===== src/rtl/slot_reel_controller.sv =====
// Three-reel slot machine spin engine: steps decimal reel digits on a divided tick,
// stops reels one at a time on stop pulses, scores the final pattern and keeps a credit balance.
module slot_reel_controller #(
    parameter int unsigned SPIN_DIV      = 2_500_000,
    parameter int unsigned INIT_CREDITS  = 10,
    parameter int unsigned PAIR_PAYOUT   = 2,
    parameter int unsigned TRIPLE_PAYOUT = 10
) (
    input  logic       clk,
    input  logic       rst_n,
    input  logic       start,
    input  logic       stop,
    output logic [3:0] reel0,
    output logic [3:0] reel1,
    output logic [3:0] reel2,
    output logic [6:0] credits,
    output logic [1:0] win,
    output logic       busy,
    output logic       done
);

    typedef enum logic [2:0] {
        ST_IDLE  = 3'd0,
        ST_SPIN3 = 3'd1,
        ST_SPIN2 = 3'd2,
        ST_SPIN1 = 3'd3,
        ST_SCORE = 3'd4
    } state_t;

    localparam logic [23:0] TICK_LAST    = 24'(SPIN_DIV - 1);
    localparam logic [6:0]  CREDITS_INIT = 7'(INIT_CREDITS);
    localparam logic [7:0]  PAIR_AMT     = 8'(PAIR_PAYOUT);
    localparam logic [7:0]  TRIPLE_AMT   = 8'(TRIPLE_PAYOUT);

    // Advance a decimal digit by a fixed step, staying within 0..9.
    function automatic logic [3:0] reel_advance(input logic [3:0] cur, input logic [3:0] step);
        logic [4:0] sum;
        sum = {1'b0, cur} + {1'b0, step};
        if (sum >= 5'd10) begin
            reel_advance = 4'(sum - 5'd10);
        end else begin
            reel_advance = sum[3:0];
        end
    endfunction

    // Classify the frozen reels: 2 triple, 1 exactly one pair, 0 none.
    function automatic logic [1:0] score_reels(input logic [3:0] a, input logic [3:0] b,
                                               input logic [3:0] c);
        if ((a == b) && (b == c)) begin
            score_reels = 2'd2;
        end else if ((a == b) || (b == c) || (a == c)) begin
            score_reels = 2'd1;
        end else begin
            score_reels = 2'd0;
        end
    endfunction

    state_t      state_r, state_nxt_s;
    logic [23:0] cnt_r, cnt_nxt_s;
    logic [3:0]  reel0_r, reel1_r, reel2_r;
    logic [3:0]  reel0_nxt_s, reel1_nxt_s, reel2_nxt_s;
    logic [6:0]  credits_r, credits_nxt_s;
    logic [1:0]  win_r, win_nxt_s, win_calc_s;
    logic        busy_r, busy_nxt_s, done_r, done_nxt_s;
    logic        tick_s;
    logic [7:0]  payout_s, credit_sum_s;

    assign tick_s = ((state_r == ST_SPIN3) || (state_r == ST_SPIN2) || (state_r == ST_SPIN1))
                    && (cnt_r == TICK_LAST);
    assign win_calc_s   = score_reels(reel0_r, reel1_r, reel2_r);
    assign credit_sum_s = {1'b0, credits_r} + payout_s;

    // Payout selected by the score of the frozen reels.
    always_comb begin
        payout_s = 8'd0;
        case (win_calc_s)
            2'd2:    payout_s = TRIPLE_AMT;
            2'd1:    payout_s = PAIR_AMT;
            default: payout_s = 8'd0;
        endcase
    end

    // Next-state and datapath update; a reel being stopped never takes a coincident tick.
    always_comb begin
        state_nxt_s   = state_r;
        cnt_nxt_s     = cnt_r;
        reel0_nxt_s   = reel0_r;
        reel1_nxt_s   = reel1_r;
        reel2_nxt_s   = reel2_r;
        credits_nxt_s = credits_r;
        win_nxt_s     = win_r;
        busy_nxt_s    = busy_r;
        done_nxt_s    = 1'b0;
        case (state_r)
            ST_IDLE: begin
                cnt_nxt_s = 24'd0;
                if (start && (credits_r != 7'd0)) begin
                    state_nxt_s   = ST_SPIN3;
                    credits_nxt_s = credits_r - 7'd1;
                    win_nxt_s     = 2'd0;
                    busy_nxt_s    = 1'b1;
                end else begin
                    busy_nxt_s    = 1'b0;
                end
            end
            ST_SPIN3, ST_SPIN2, ST_SPIN1: begin
                cnt_nxt_s = tick_s ? 24'd0 : (cnt_r + 24'd1);
                if (tick_s && (state_r == ST_SPIN3) && !stop) begin
                    reel0_nxt_s = reel_advance(reel0_r, 4'd1);
                end else begin
                    reel0_nxt_s = reel0_r;
                end
                if (tick_s && ((state_r == ST_SPIN3) || ((state_r == ST_SPIN2) && !stop))) begin
                    reel1_nxt_s = reel_advance(reel1_r, 4'd3);
                end else begin
                    reel1_nxt_s = reel1_r;
                end
                if (tick_s && !((state_r == ST_SPIN1) && stop)) begin
                    reel2_nxt_s = reel_advance(reel2_r, 4'd7);
                end else begin
                    reel2_nxt_s = reel2_r;
                end
                if (stop) begin
                    case (state_r)
                        ST_SPIN3: state_nxt_s = ST_SPIN2;
                        ST_SPIN2: state_nxt_s = ST_SPIN1;
                        default:  state_nxt_s = ST_SCORE;
                    endcase
                end else begin
                    state_nxt_s = state_r;
                end
            end
            ST_SCORE: begin
                state_nxt_s   = ST_IDLE;
                cnt_nxt_s     = 24'd0;
                win_nxt_s     = win_calc_s;
                credits_nxt_s = (credit_sum_s > 8'd99) ? 7'd99 : credit_sum_s[6:0];
                done_nxt_s    = 1'b1;
                busy_nxt_s    = 1'b0;
            end
            default: begin
                state_nxt_s = ST_IDLE;
                cnt_nxt_s   = 24'd0;
                busy_nxt_s  = 1'b0;
            end
        endcase
    end

    // State and output registers.
    always_ff @(posedge clk or negedge rst_n) begin
        if (!rst_n) begin
            state_r   <= ST_IDLE;
            cnt_r     <= 24'd0;
            reel0_r   <= 4'd0;
            reel1_r   <= 4'd0;
            reel2_r   <= 4'd0;
            credits_r <= CREDITS_INIT;
            win_r     <= 2'd0;
            busy_r    <= 1'b0;
            done_r    <= 1'b0;
        end else begin
            state_r   <= state_nxt_s;
            cnt_r     <= cnt_nxt_s;
            reel0_r   <= reel0_nxt_s;
            reel1_r   <= reel1_nxt_s;
            reel2_r   <= reel2_nxt_s;
            credits_r <= credits_nxt_s;
            win_r     <= win_nxt_s;
            busy_r    <= busy_nxt_s;
            done_r    <= done_nxt_s;
        end
    end

    assign reel0   = reel0_r;
    assign reel1   = reel1_r;
    assign reel2   = reel2_r;
    assign credits = credits_r;
    assign win     = win_r;
    assign busy    = busy_r;
    assign done    = done_r;

endmodule


===== config.mk =====
export PLATFORM = sky130hd
export DESIGN_NAME = slot_reel_controller
export DESIGN_NICKNAME = d
export VERILOG_FILES = /design/src/rtl/slot_reel_controller.sv
export SDC_FILE = /design/constraint.sdc
export NUM_CORES = 1
export LEC_CHECK = 0
export BUFFER_PORTS_ARGS = -buffer_cell sky130_fd_sc_hd__buf_2
export CELL_PAD_IN_SITES_DETAIL_PLACEMENT = 2
export CELL_PAD_IN_SITES_GLOBAL_PLACEMENT = 2
export CORE_ASPECT_RATIO = 1.2
export CORE_UTILIZATION = 38
export CTS_CLUSTER_DIAMETER = 30
export DETAILED_ROUTE_END_ITERATION = 8
export PLACE_DENSITY = 0.92
export SYNTH_ARGS = -nofsm -noshare
export SYNTH_HDL_FRONTEND = slang
export SYNTH_SLANG_ARGS = --single-unit

===== constraint.sdc =====
create_clock -name clk -period 2.7 [get_ports clk]
set_input_delay 0.405 -clock clk [delete_from_list [all_inputs] [get_ports clk]]
set_output_delay 0.405 -clock clk [all_outputs]
set_load 0.02 [all_outputs]

==> results.md, run 1 <==
- RePlAce Congestion: 0.804
- Cts bufs inserted: 5
- Leading register cell type out of synthesis: dfrtp_1
- Drt wl/cell: 24.0 um
- Peak VDD IR: 0.229 mV
- Int Power: 1400 uW
- Final Cell Area: 0.00397 mm^2
- Cts hold-fix bufs: 0
- First-pass GRT wire length: 20400 um
- Avg Vias per Cell: 6.01
- Layout cell share with drive strength beyond 1: 20.9%
- IO Pins: 27
- Cell Area, Synth: 0.00346 mm^2
- Ys Warns: 0
- CTS tree: done
- Peak Freq: 0.375 GHz
- Area Growth Syn to Fin: 14.8%
- Worst slew pin tran: 0.668 ns
- Final Skew: 0.0166 ns
- Post-synthesis sequential area ratio: 36.3%
- Die area: 0.00949 mm^2
- Placed Area: 0.00376 mm^2
- Largest delay share family, worst path: simple AND/OR/NAND/NOR gates
- Clk buf depth: 2
- Drt drc: 0
- DRT Pass-1 Iters: 4
- Number of I/O port buffers: 26
- Slowest stage delay, CP: 0.51 ns
- Total Power: 2510 uW
- Post-Syn Nets: 407
- N_diodes: 0
- Critical Path Fanout Max: 9
- Startpoint Class: register
- Detailed placement HPWL: 8640 um
- Switching power: 1110 uW
- Largest net degree at the start of global routing: 20
- Initial antenna violation count: 0
- Crit path buffers/inverters: 0
- Post-Syn Area per Cell: 8.91 um^2
- Status: completed
- M1 GR Usage: 33.4%
- Fill cells: 955
- Power Density: 633 mW/mm^2
- Initial core utilization: 39.7%
- H-tree depth: 2
- Max-cap viol count: 0
- Fin crit share: 98.8%
- Synth area leader: dfrtp_1
- Clock Tree Root: clkbuf_8
- Cells along the critical path: xnor2_1, nand4_1, nand3_2, ha_4, ha_4, nor4b_4, a22o_1, nand2_1, a22o_1, o221ai_1
- GRT busiest layer: met2
- DRT Wirelength: 12800 um
- Final setup fails: 0
- DRT antenna net count: 0
- Vias in the first global route: 3664
- Clk pwr share: 19.3%
- GRT Total Usage: 29.0%
- FP Rows: 37
- Async set or reset register ratio after synthesis: 100%
- Chip Width: 89.1 um
- Slew Limit Fails: 0
- Critical path class: register to register
- Synth Instances: 388
- LEAKAGE: 0.00173 uW
- DR vias: 3207
- Top cells by area, synth: dfrtp_1 35%, xor2_1 5.8%, xnor2_1 5.6%
- EDFF count, synth: 0
- Worst-skew pair later-pin latency: 0.32 ns
- WP data arrival: 2.91 ns
- Netlist cell types: 66
- Hold Violations, Final: 0
- Global Route met3 Usage: 4.27%
- Worst Hold Class: primary input to asynchronous set/reset pin
- Top cell type's share of synthesized area: 34.7%
- Most common cell in the synthesized netlist: dfrtp_1
- Fin nets: 435
- DRT iter0 DRCs: 130
- Chip height: 107 um
- Commonest cells in the netlist: 48 x dfrtp_1, 47 x nor2_1, 23 x xor2_1, 22 x nand2_1, 22 x xnor2_1
- Yosys reg bits: 50
- CP required: 2.94 ns
- Gate power share: 38.7%
- Non-Filler Instances: 534
- Core area: 0.00870 mm^2
- Reg clk slew, reported paths: 0.11 ns
- GR Util met2: 51.7%
- Worst r2r src: reel2[2]$_DFFE_PN0P_
- Reg power frac: 42.1%
- Max_slew headroom: 55.0%
- Switching share of power: 44.2%
- Crit path from: reel2[2]$_DFFE_PN0P_
- Critical path's slowest cell: dfrtp_1
- GR Overflow Total: 0
- Dpl cells: 525
- Critical path endpoint category: register
- CTS sink cnt: 50
- Crit path time final: 2.67 ns
## worst paths after layout
path	slack (ns)	to	cells past startpoint
max in group asynchronous	2.00	reel0[1]$_DFFE_PN0P_	2
hold / removal	0.01	cnt_r[19]$_DFF_PN0_	1
hold reg to reg	0.51	cnt_r[0]$_DFF_PN0_	1
setup reg to reg	0.03	credits[1]$_DFFE_PN1P_	10
setup / recovery	0.03	credits[1]$_DFFE_PN1P_	10
min in group clk	0.44	state_r[2]$_DFFE_PN0P_	3
## placed cells by master (no fill, tap or decap), drive strengths merged, types with 6 or more instances in the layout
cell type  Yosys  routed
a21oi         14      14
a31oi          6       6
and2           6       6
and3           7       7
buf            8      42
dfrtp         48      48
ha            15      15
inv           17      18
nand2         24      24
nand3         19      19
nand4         13      13
nor2          47      47
nor3           9       9
nor4           6       6
o21ai         19      19
xnor2         22      22
xor2          23      23
## flip-flops by register name (all words and copies together) (netlist names)
name     flops
busy         1
cnt_r       24
credits      7
done         1
reel0        4
reel1        4
reel2        4
state_r      3
win          2
## final cells by class
| type | count | area (um^2) | share of cell area (%) |
|---|---|---|---|
| timing repair buffer | 42 | 250 | 6.30 |
| clock inverter | 3 | 23.8 | 0.599 |
| multi-input combinational | 300 | 2160 | 54.4 |
| inverter | 17 | 63.8 | 1.61 |
| clock buffer | 5 | 68.8 | 1.73 |
| tap | 117 | 146 | 3.69 |
| sequential | 50 | 1260 | 31.7 |
## through the flow
step           setup WS (ns)  TNS [ns]  hold slack [ns]  utilization [%]
3_3_place_gp           0.264         0            0.356             43.2
2_1_floorplan          0.125         0            0.109                -
6_report              0.0336         0           0.0135             45.6
4_1_cts              0.00481         0           0.0216             44.7
5_1_grt               -0.110    -0.223           0.0323             45.6
3_5_place_dp          -0.130    -0.184            0.377             43.2
## power by group through the flow
| stage | clock network [uW] | registers [uW] | logic (uW) |
|---|---|---|---|
| 4_1_cts | 495 | 1040 | 935 |
| 2_1_floorplan | 0 | 1030 | 562 |
| 3_3_place_gp | 0 | 1030 | 818 |
| 3_5_place_dp | 0 | 1050 | 891 |
| 5_1_grt | 514 | 1070 | 1050 |
| 6_report | 484 | 1060 | 971 |
## cells by family (layout without fill, tap and decap cells)
kind of cell / count (synthesis) / in the layout / share of synthesized area [%]
AND/OR/NAND/NOR: 161 / 161 / 26.1
adder cells (fa/ha/maj): 15 / 15 / 5.43
multiplexers: 4 / 4 / 1.34
buffers and inverters: 38 / 67 / 4.41
flip-flops: 50 / 50 / 36.3
AO/OA/AOI/OAI: 75 / 75 / 15.1
XOR/XNOR: 45 / 45 / 11.4
## layer usage
metal,vias up,routed length [um]
met4,0,564
met2,73,6810
li1,1435,-
met3,44,329
met5,-,0
met1,1655,5100
## timing repair
action | in CTS | in global routing
buffers inserted | 0 | 1
resized for setup | 8 | 16
pin swaps | 1 | 4
endpoints found under the setup margin | 4 | 9
Note: power is estimated with default switching activity, not from simulation.
==> inputs of run 2 (changes only) <==
- MAX_ROUTING_LAYER: unset -> met4
==> run 2 against run 1 <==
Cell area is 0.19% lower. Via count shrank 0.31%. Final cell count stayed put. Utilization is 0.086 points lower. Largest cell class unchanged. First-iteration DRC count up 6.9%. Die area did not move. Power stayed put. Hold slack better by 0.0097 ns. Sequential power hardly changed. Highest routed layer unchanged. Fmax down 0.32%.
==> results.md, run 2 (synthesized netlist as in run 1, its figures left out) <==
- Die area: 0.00949 mm^2
- Max-cap viol count: 0
- First-pass GRT wire length: 20400 um
- DRT antenna net count: 0
- DRT Pass-1 Iters: 4
- DR vias: 3197
- Fin nets: 435
- Drt drc: 0
- Chip height: 107 um
- Clock Tree Root: clkbuf_8
- H-tree depth: 2
- DRT Wirelength: 12800 um
- CP required: 2.96 ns
- Vias in the first global route: 3670
- Switching share of power: 44.2%
- Gate power share: 38.8%
- Cts bufs inserted: 5
- CTS sink cnt: 50
- GR Overflow Total: 0
- Layout cell share with drive strength beyond 1: 20.6%
- DRT iter0 DRCs: 139
- Hold Violations, Final: 0
- Commonest non-fill, non-tap cell in the layout: nor2_1
- Cts hold-fix bufs: 0
- Startpoint Class: register
- Number of I/O port buffers: 26
- Worst hold margin: 0.0232 ns
- Worst slew pin tran: 0.673 ns
- Detailed placement HPWL: 8640 um
- Final worst slack: 0.0252 ns
- Int Power: 1400 uW
- Power Density: 634 mW/mm^2
- Final setup fails: 0
- Worst-skew pair later-pin latency: 0.32 ns
- Largest register FFs: 24
- Chip Width: 89.1 um
- Worst Hold Class: primary input to asynchronous set/reset pin
- Critical Path Fanout Max: 9
- Final Skew: 0.0148 ns
- Switching power: 1110 uW
- Crit path time final: 2.67 ns
- N_diodes: 0
- Critical path endpoint category: register
- Largest Register: cnt_r
- Most frequent cells in the layout: 46 x nor2_1, 45 x dfrtp_1, 26 x buf_2
- RePlAce Congestion: 0.815
- Pre-CTS WS: -0.130 ns
- Drt wl/cell: 24.0 um
- Clk buf depth: 2
- Critical path class: register to register
- LEAKAGE: 0.00172 uW
- Peak Freq: 0.374 GHz
- Initial core utilization: 39.7%
- Largest net degree at the start of global routing: 20
- Fin crit share: 99.1%
- Reg power frac: 42.1%
- Slew Limit Fails: 0
- FP Rows: 37
- GRT Total Usage: 29.8%
- Area Growth Syn to Fin: 14.6%
- Clk pwr share: 19.1%
- Status: completed
- Total Power: 2510 uW
- Reg clk slew, reported paths: 0.11 ns
- Peak VDD IR: 0.230 mV
- Avg Vias per Cell: 5.99
- CTS tree: done
- Initial antenna violation count: 0
- WP data arrival: 2.94 ns
- Max_slew headroom: 54.8%
- Core area: 0.00870 mm^2
- IO Pins: 27
==> run 2: cell count changes in the layout (fill, tap and decap cells not counted) <==
cell / delta
xnor2_2: -1
xnor2_1: +1
==> run 2: area by class of cell <==
cell class | instances | area (um^2)
clock buffer | 5 | 68.8
tap | 117 | 146
inverter | 17 | 63.8
timing repair buffer | 42 | 250
sequential | 50 | 1260
fill | 956 | 4740
clock inverter | 3 | 23.8
multi-input combinational | 300 | 2150
==> run 2: worst max-delay path: stages, from the launching register on <==
cell and delay (ns):
dfrtp_1 0.51, xnor2_1 0.23, nand4_1 0.27, nand3_2 0.21
ha_4 0.18, ha_4 0.19, nor4b_4 0.07, a22o_1 0.28
a221o_1 0.38, o21ai_1 0.13, o21a_1 0.16
==> run 2: power by group through the flow <==
| stage | combinational, uW | clock, uW | sequential [uW] |
|---|---|---|---|
| finish | 974 | 481 | 1060 |
| global route | 1050 | 514 | 1070 |
| CTS | 935 | 495 | 1040 |
| detailed placement | 891 | 0 | 1050 |
| global placement | 818 | 0 | 1030 |
| floorplan | 562 | 0 | 1030 |
==> run 2: final timing paths <==
path | startpoint | endpoint | slack (ns) | cells past startpoint
worst max-delay path | reel2[2]$_DFFE_PN0P_ | credits[2]$_DFFE_PN0P_ | 0.03 | 10
max in group asynchronous | rst_n | reel0[1]$_DFFE_PN0P_ | 1.99 | 2
worst min-delay path | rst_n | cnt_r[19]$_DFF_PN0_ | 0.02 | 1
worst max register to register | reel2[2]$_DFFE_PN0P_ | credits[2]$_DFFE_PN0P_ | 0.03 | 10
worst min register to register | cnt_r[0]$_DFF_PN0_ | cnt_r[0]$_DFF_PN0_ | 0.50 | 1
min in group clk | stop | state_r[2]$_DFFE_PN0P_ | 0.43 | 3
==> run 2: per-stage QoR <==
stage / std cells / setup TNS [ns] / cell area, um^2 / utilization [%]
2_1_floorplan: 388 / 0 / 3460 / -
3_3_place_gp: 525 / 0 / 3760 / 43.2
3_5_place_dp: 525 / -0.184 / 3760 / 43.2
4_1_cts: 533 / 0 / 3890 / 44.7
5_1_grt: 534 / -0.160 / 3960 / 45.5
6_report: 534 / 0 / 3960 / 45.5
==> run 2: per-layer routing <==
metal / GRT usage, % / share of wire (%)
met1: 33.5 / 40
met2: 51.5 / 53
met3: 4.43 / 2.4
met4: 12.9 / 4.0
met5: - / 0
==> run 2: repair_timing <==
item                                   4_1_cts  5_1_grt
endpoints found under the hold margin        0        0
gates resized for setup                      8       15
setup endpoints to repair                    4        9
buffers inserted                             0        1
pin swaps                                    1        4
